$ cat src/rtl/dot2_arbiter_if.sv
// dot2_arbiter_if
//  Bundles the requester handshake, the operand/result bus of the shared
//  two-term multiply-add unit and the tagged response port of dot2_arbiter.
//  Ports (as interface members):
//   req_valid/req_ready      per-requester handshake, req_ready is one-hot
//   req_a1/b1/a2/b2          NREQ packed operand slices, slice i = [i*W +: W]
//   mac_a1/b1/a2/b2, mac_c   registered operands to the unit, result back
//   rsp_valid/rsp_id/rsp_data  tagged result stream to the requesters
//  Modports: slave = the arbiter, master = requesters + unit + response sink.
interface dot2_arbiter_if #(
    parameter int NREQ = 4,
    parameter int W    = 32
);
    localparam int IDW = (NREQ > 1) ? $clog2(NREQ) : 1;

    logic [NREQ-1:0]   req_valid;
    logic [NREQ-1:0]   req_ready;
    logic [NREQ*W-1:0] req_a1;
    logic [NREQ*W-1:0] req_b1;
    logic [NREQ*W-1:0] req_a2;
    logic [NREQ*W-1:0] req_b2;
    logic [W-1:0]      mac_a1;
    logic [W-1:0]      mac_b1;
    logic [W-1:0]      mac_a2;
    logic [W-1:0]      mac_b2;
    logic [W-1:0]      mac_c;
    logic              rsp_valid;
    logic [IDW-1:0]    rsp_id;
    logic [W-1:0]      rsp_data;

    modport slave (
        input  req_valid, req_a1, req_b1, req_a2, req_b2, mac_c,
        output req_ready, mac_a1, mac_b1, mac_a2, mac_b2,
               rsp_valid, rsp_id, rsp_data
    );

    modport master (
        output req_valid, req_a1, req_b1, req_a2, req_b2, mac_c,
        input  req_ready, mac_a1, mac_b1, mac_a2, mac_b2,
               rsp_valid, rsp_id, rsp_data
    );
endinterface

$ cat src/rtl/dot2_arbiter.sv
// dot2_arbiter
//  Round-robin arbiter sharing one fixed-latency multiply-add unit
//  (C = A1*B1 + A2*B2) among NREQ requesters. One operand set is granted
//  per cycle, registered onto mac_*, and a tag pipe follows it through the
//  unit so the result comes back on rsp_* labelled with its requester id.
//  Ports:
//   clk, reset   clock and synchronous active-high reset
//   bus          dot2_arbiter_if.slave (handshake, unit bus, response)
//   perf_accepts, perf_conflicts  32-bit counters, only when
//                DOT2_ARB_PERF_EN is defined
//  Configuration macro: DOT2_ARB_PERF_EN adds the performance counters.
module dot2_arbiter #(
    parameter int NREQ = 4,
    parameter int W    = 32,
    parameter int LAT  = 2
) (
    input  logic                clk,
    input  logic                reset,
    dot2_arbiter_if.slave       bus
`ifdef DOT2_ARB_PERF_EN
    ,
    output logic [31:0]         perf_accepts,
    output logic [31:0]         perf_conflicts
`endif
);
    localparam int IDW = (NREQ > 1) ? $clog2(NREQ) : 1;

    logic [IDW-1:0]  rrPtr_q, rrPtr_d;
    logic [W-1:0]    macA1_q, macA1_d;
    logic [W-1:0]    macB1_q, macB1_d;
    logic [W-1:0]    macA2_q, macA2_d;
    logic [W-1:0]    macB2_q, macB2_d;
    logic [LAT-1:0]  tagValid_q, tagValid_d;
    logic [IDW-1:0]  tagId_q [LAT];
    logic [IDW-1:0]  tagId_d [LAT];
    logic            rspValid_q, rspValid_d;
    logic [IDW-1:0]  rspId_q, rspId_d;

    logic            anyValid;
    logic            accept;
    logic [IDW-1:0]  winner;
    logic [IDW-1:0]  scanIdx;
    logic [NREQ-1:0] reqReady;
    logic [W-1:0]    selA1, selB1, selA2, selB2;

    // Scan starting just after the last winner; the first valid requester
    // found wins, so the previous winner gets lowest priority.
    always_comb begin
        anyValid = 1'b0;
        winner   = '0;
        scanIdx  = '0;
        for (int k = 1; k <= NREQ; k++) begin
            scanIdx = IDW'((int'(rrPtr_q) + k) % NREQ);
            if (!anyValid && bus.req_valid[scanIdx]) begin
                anyValid = 1'b1;
                winner   = scanIdx;
            end
        end
    end

    // Grants are suppressed during reset so nothing is accepted that the
    // reset is about to discard.
    assign accept = anyValid && !reset;

    always_comb begin
        reqReady = '0;
        selA1    = '0;
        selB1    = '0;
        selA2    = '0;
        selB2    = '0;
        for (int i = 0; i < NREQ; i++) begin
            reqReady[i] = accept && (winner == IDW'(i));
            if (winner == IDW'(i)) begin
                selA1 = bus.req_a1[i*W +: W];
                selB1 = bus.req_b1[i*W +: W];
                selA2 = bus.req_a2[i*W +: W];
                selB2 = bus.req_b2[i*W +: W];
            end
        end
    end

    // Stage 0 of the tag pipe lines up with the mac_* registers; the extra
    // response register lines the tag up with the unit's result on mac_c.
    always_comb begin
        rrPtr_d       = accept ? winner : rrPtr_q;
        macA1_d       = accept ? selA1 : macA1_q;
        macB1_d       = accept ? selB1 : macB1_q;
        macA2_d       = accept ? selA2 : macA2_q;
        macB2_d       = accept ? selB2 : macB2_q;
        tagValid_d    = '0;
        tagValid_d[0] = accept;
        tagId_d[0]    = winner;
        for (int k = 1; k < LAT; k++) begin
            tagValid_d[k] = tagValid_q[k-1];
            tagId_d[k]    = tagId_q[k-1];
        end
        rspValid_d    = tagValid_q[LAT-1];
        rspId_d       = tagId_q[LAT-1];
    end

    always_ff @(posedge clk) begin
        if (reset) begin
            rrPtr_q    <= IDW'(NREQ - 1);
            macA1_q    <= '0;
            macB1_q    <= '0;
            macA2_q    <= '0;
            macB2_q    <= '0;
            tagValid_q <= '0;
            for (int k = 0; k < LAT; k++) begin
                tagId_q[k] <= '0;
            end
            rspValid_q <= 1'b0;
            rspId_q    <= '0;
        end else begin
            rrPtr_q    <= rrPtr_d;
            macA1_q    <= macA1_d;
            macB1_q    <= macB1_d;
            macA2_q    <= macA2_d;
            macB2_q    <= macB2_d;
            tagValid_q <= tagValid_d;
            for (int k = 0; k < LAT; k++) begin
                tagId_q[k] <= tagId_d[k];
            end
            rspValid_q <= rspValid_d;
            rspId_q    <= rspId_d;
        end
    end

    assign bus.req_ready = reqReady;
    assign bus.mac_a1    = macA1_q;
    assign bus.mac_b1    = macB1_q;
    assign bus.mac_a2    = macA2_q;
    assign bus.mac_b2    = macB2_q;
    assign bus.rsp_valid = rspValid_q;
    assign bus.rsp_id    = rspId_q;
    assign bus.rsp_data  = bus.mac_c;

`ifdef DOT2_ARB_PERF_EN
    logic [31:0] perfAccepts_q;
    logic [31:0] perfConflicts_q;

    // A conflict is any cycle where two or more requesters compete.
    always_ff @(posedge clk) begin
        if (reset) begin
            perfAccepts_q   <= '0;
            perfConflicts_q <= '0;
        end else begin
            if (accept) begin
                perfAccepts_q <= perfAccepts_q + 32'd1;
            end
            if ($countones(bus.req_valid) >= 2) begin
                perfConflicts_q <= perfConflicts_q + 32'd1;
            end
        end
    end

    assign perf_accepts   = perfAccepts_q;
    assign perf_conflicts = perfConflicts_q;
`endif
endmodule

$ cat src/flat_wrapper.sv
// flat-port wrapper written by rule: the top's interface ports become plain ports
module dot2_arbiter_flat 
#(
    parameter int NREQ = 4,
    parameter int W    = 32,
    parameter int LAT  = 2
)
  (clk, reset, bus_req_valid, bus_req_a1, bus_req_b1, bus_req_a2, bus_req_b2, bus_mac_c, bus_req_ready, bus_mac_a1, bus_mac_b1, bus_mac_a2, bus_mac_b2, bus_rsp_valid, bus_rsp_id, bus_rsp_data);
  dot2_arbiter_if #(.NREQ(NREQ), .W(W)) bus_i ();
  input  logic clk;
  input  logic reset;
  input wire logic [$bits(bus_i.req_valid)-1:0] bus_req_valid;
  input wire logic [$bits(bus_i.req_a1)-1:0] bus_req_a1;
  input wire logic [$bits(bus_i.req_b1)-1:0] bus_req_b1;
  input wire logic [$bits(bus_i.req_a2)-1:0] bus_req_a2;
  input wire logic [$bits(bus_i.req_b2)-1:0] bus_req_b2;
  input wire logic [$bits(bus_i.mac_c)-1:0] bus_mac_c;
  output wire logic [$bits(bus_i.req_ready)-1:0] bus_req_ready;
  output wire logic [$bits(bus_i.mac_a1)-1:0] bus_mac_a1;
  output wire logic [$bits(bus_i.mac_b1)-1:0] bus_mac_b1;
  output wire logic [$bits(bus_i.mac_a2)-1:0] bus_mac_a2;
  output wire logic [$bits(bus_i.mac_b2)-1:0] bus_mac_b2;
  output wire logic [$bits(bus_i.rsp_valid)-1:0] bus_rsp_valid;
  output wire logic [$bits(bus_i.rsp_id)-1:0] bus_rsp_id;
  output wire logic [$bits(bus_i.rsp_data)-1:0] bus_rsp_data;
  assign bus_i.req_valid = bus_req_valid;
  assign bus_i.req_a1 = bus_req_a1;
  assign bus_i.req_b1 = bus_req_b1;
  assign bus_i.req_a2 = bus_req_a2;
  assign bus_i.req_b2 = bus_req_b2;
  assign bus_i.mac_c = bus_mac_c;
  assign bus_req_ready = bus_i.req_ready;
  assign bus_mac_a1 = bus_i.mac_a1;
  assign bus_mac_b1 = bus_i.mac_b1;
  assign bus_mac_a2 = bus_i.mac_a2;
  assign bus_mac_b2 = bus_i.mac_b2;
  assign bus_rsp_valid = bus_i.rsp_valid;
  assign bus_rsp_id = bus_i.rsp_id;
  assign bus_rsp_data = bus_i.rsp_data;
  dot2_arbiter #(.NREQ(NREQ), .W(W), .LAT(LAT)) u_core (.clk(clk), .reset(reset), .bus(bus_i));
endmodule
$ cat config.mk
export PLATFORM = sky130hd
export DESIGN_NAME = dot2_arbiter_flat
export DESIGN_NICKNAME = d
export VERILOG_FILES = /design/src/rtl/dot2_arbiter_if.sv /design/src/rtl/dot2_arbiter.sv /design/src/flat_wrapper.sv
export SDC_FILE = /design/constraint.sdc
export NUM_CORES = 1
export LEC_CHECK = 0
export ABC_CLOCK_PERIOD_IN_PS = 4080
export CORE_AREA = 2 2 277 279
export DETAILED_ROUTE_END_ITERATION = 10
export DIE_AREA = 0 0 279 281
export PLACE_DENSITY = 0.36
export SLEW_MARGIN = 5
export SYNTH_ARGS = -nofsm -noshare
export SYNTH_HDL_FRONTEND = slang
export SYNTH_SLANG_ARGS = --single-unit
$ cat constraint.sdc
create_clock -name clk -period 4.08 [get_ports clk]
set_input_delay 0.816 -clock clk [delete_from_list [all_inputs] [get_ports clk]]
set_output_delay 0.816 -clock clk [all_outputs]
set_load 0.02 [all_outputs]
==> metrics <==
type of element launching the critical path input port; Most used DFF post-synth dfxtp_1; Overflow after GRT 0; All-Layer GR Usage between 10% and 20%; Starting DRT DRC Count approximately 420; multiplexer share of the synthesized area about 15%; final instance area ~0.017 mm2; worst hold path type reg2reg; CTS max path bufs 2; max-cap violations 0; Final TNS setup 0 ns; largest net degree at the start of global routing 67; cell area after synthesis between 0.008 and 0.009 mm2; post-detailed-route via-to-cell ratio roughly 4.0; post-synthesis adder-cell area fraction 0%; Residual DRC 0; initial antenna violation count 5; post-route ant nets 0; ys async rst share 0%; nets@finish 2062; run status completed; Simple-Gate Fraction of Synth Area under 10%; Compound-Gate Fraction of Synth Area approximately 34%; Worst VDD drop 0.000251 V; Setup Buffers After CTS 0; Worst EP arrival 3.20 ns; Critical Path RT approximately 3.3 ns; Die W ~280 um; Mean Syn Cell Area slightly above 9 um2; syn_nets roughly 1500; worst-path maximum fanout 5; total power roughly 5.5 mW; Initial Utilization 11.3%; flops & latches, synth about 140; largest family of logic cells by synthesized area compound AO/OA/AOI/OAI gates; post-synthesis sequential area ratio 32.7%; PortBufs 652; first-pass GRT wire length about 77000 um; CTS tree built; YS warnings 0; pwr/cell area between 300 and 400 mW/mm2; clk_skew around 0.013 ns; Reg clk slew, reported paths ~0.070 ns; Slew @ Worst Pin 0.933 ns; CTS Hold Buffers Added 0; Worst-Skew Late Latency approximately 0.47 ns; Routed WL 55400 um; drt pass-1 iters 5; RSZ-0062 raised after global routing false; xor/xnor cell area share of the yosys netlist 0%; fmax approximately 250 MHz; Post-synth EDFFs 0; Post-CTS Resized 0; DPL Wire Length roughly 43000 um; area delta synth->final 94.4%; core area between 0.07 and 0.08 mm2; vias in the first global route 10870; die area between 0.07 and 0.08 mm2; final max-slew violation count 0; Avg WL per Cell 22.1 um; IO Count 717; Die H 281 um; critical path class in2out; vias post-DR slightly above 10000; fin crit period around 4 ns; LEAKAGE between 5 and 6 nW; Hold Fails Final Rpt 0; Area after DPL around 0.016 mm2; Synth Instances approximately 940; Max H-tree Level 4; Setup crit end kind output port; Root Driver clkbuf_16; Netlist cell types 40; Final setup viols 0; # clock sinks between 100 and 150; Worst slew margin 37.5%; layout cells sized above 1 under 10%; CTS buffer count 17; GPL Wtd Cong about 0.8; row count a little over 100; period utilisation layout 98.4%
==> cell usage in the layout (no fill, tap or decap), types with 6 or more instances in the layout <==
cell type        synthesis  layout
nor2_1                   7       6
o21bai_1                49      49
clkdlybuf4s50_1          0     650
a22oi_2                 20      20
mux2_1                   7       7
nor2b_1                  9       9
o22ai_1                 81      81
buf_12                   0       8
mux2_2                  10      10
a221oi_1                48      48
nand2b_1                50      50
nor3_1                  20      20
a21oi_1                 49      49
nand2_1                 63      61
o32ai_1                 19      19
dfxtp_1                139     139
o221ai_1                45      45
a22oi_1                 58      58
clkbuf_16                0      17
buf_4                   35      30
mux2i_1                108     108
==> power by group <==
part / switching, mW / internal (mW)
clock network: 0.811 / 0.804
registers: 0.121 / 1.54
logic: 1.06 / 1.13
==> final timing paths <==
check / endpoint / cells after the start / slack (ns) / from
setup reg to reg: u_core.bus.mac_a2[29] / 7 / 1.28 / u_core.rrPtr_q[0]
hold reg to reg: u_core.bus.rsp_id[1] / 1 / 0.43 / u_core.tagId_q[1][1]
hold / removal: u_core.bus.rsp_id[1] / 1 / 0.43 / u_core.tagId_q[1][1]
setup / recovery: bus_req_ready[0] / 6 / 0.06 / bus_req_valid[3]
==> sequential cells by signal, indices dropped and copies added (netlist names) <==
register and count:
u_core.tagValid_q 2, u_core.bus.rsp_id 2, u_core.bus.mac_a2 32, u_core.bus.mac_b1 32
u_core.bus.mac_a1 32, u_core.bus.rsp_valid 1, u_core.bus.mac_b2 32, u_core.tagId_q 4
u_core.rrPtr_q 2
==> cell type report <==
class / count / area, um2
clock buffers: 17 / 425
diodes: 1 / 2.50
well taps: 978 / 1220
repair buffers: 689 / 6900
multi-input cells: 665 / 5050
flip-flops and latches: 139 / 2780
fillers: 8192 / 58900
clock inverters: 15 / 131
==> per-stage QoR <==
step,setup slack [ns],utilization [%],cells,hold slack [ns]
6_report,0.0645,21.9,2504,0.431
5_1_grt,0.00743,21.9,2503,0.462
3_3_place_gp,0.0741,21.2,2471,0.418
4_1_cts,0.0475,21.9,2503,0.433
3_5_place_dp,0.0701,21.2,2471,0.424
2_1_floorplan,0.961,-,939,0.414
==> cell usage after synthesis (all sizes together), types with 2 or more instances <==
master	count	area share, %
o32ai	19	2.0
a211oi	2	0.18
nand2b	50	3.7
a22oi	78	8.1
clkbuf	50	2.2
a21oi	49	2.9
o22ai	81	6.0
a32oi	2	0.21
a221oi	48	4.9
mux2i	108	13
buf	85	6.3
dfxtp	139	33
mux2	17	2.3
o21ai	3	0.22
o221ai	46	4.8
nand2	63	2.8
o21bai	49	4.3
nor3	20	1.2
nor2	8	0.54
and3	3	0.22
nor2b	9	0.66
==> metal layers <==
| metal | up-vias | part of all wire, % | global-route usage, % | wire, um |
|---|---|---|---|---|
| met5 | - | 0.097 | 0 | 54 |
| met4 | 8 | 2.2 | 4.19 | 1230 |
| met3 | 64 | 8.2 | 5.22 | 4540 |
| met2 | 436 | 52 | 25.3 | 28600 |
| met1 | 4770 | 38 | 14.4 | 21000 |
| li1 | 4804 | - | - | - |
==> kinds of logic (layout without fill, tap and decap cells) <==
group,Yosys count,after routing
compound gates,381,381
buf+inv,135,721
flops,139,139
mux,125,125
other cells,0,1
simple gates,159,159
==> worst max-delay path, stage by stage <==
cell and delay, ns:
clkdlybuf4s50_1 0.54, and2b_1 0.29, o21ai_1 0.30, and3_1 0.37, and3_1 0.22, clkdlybuf4s50_1 0.66
Note: power is estimated with default switching activity, not from simulation.
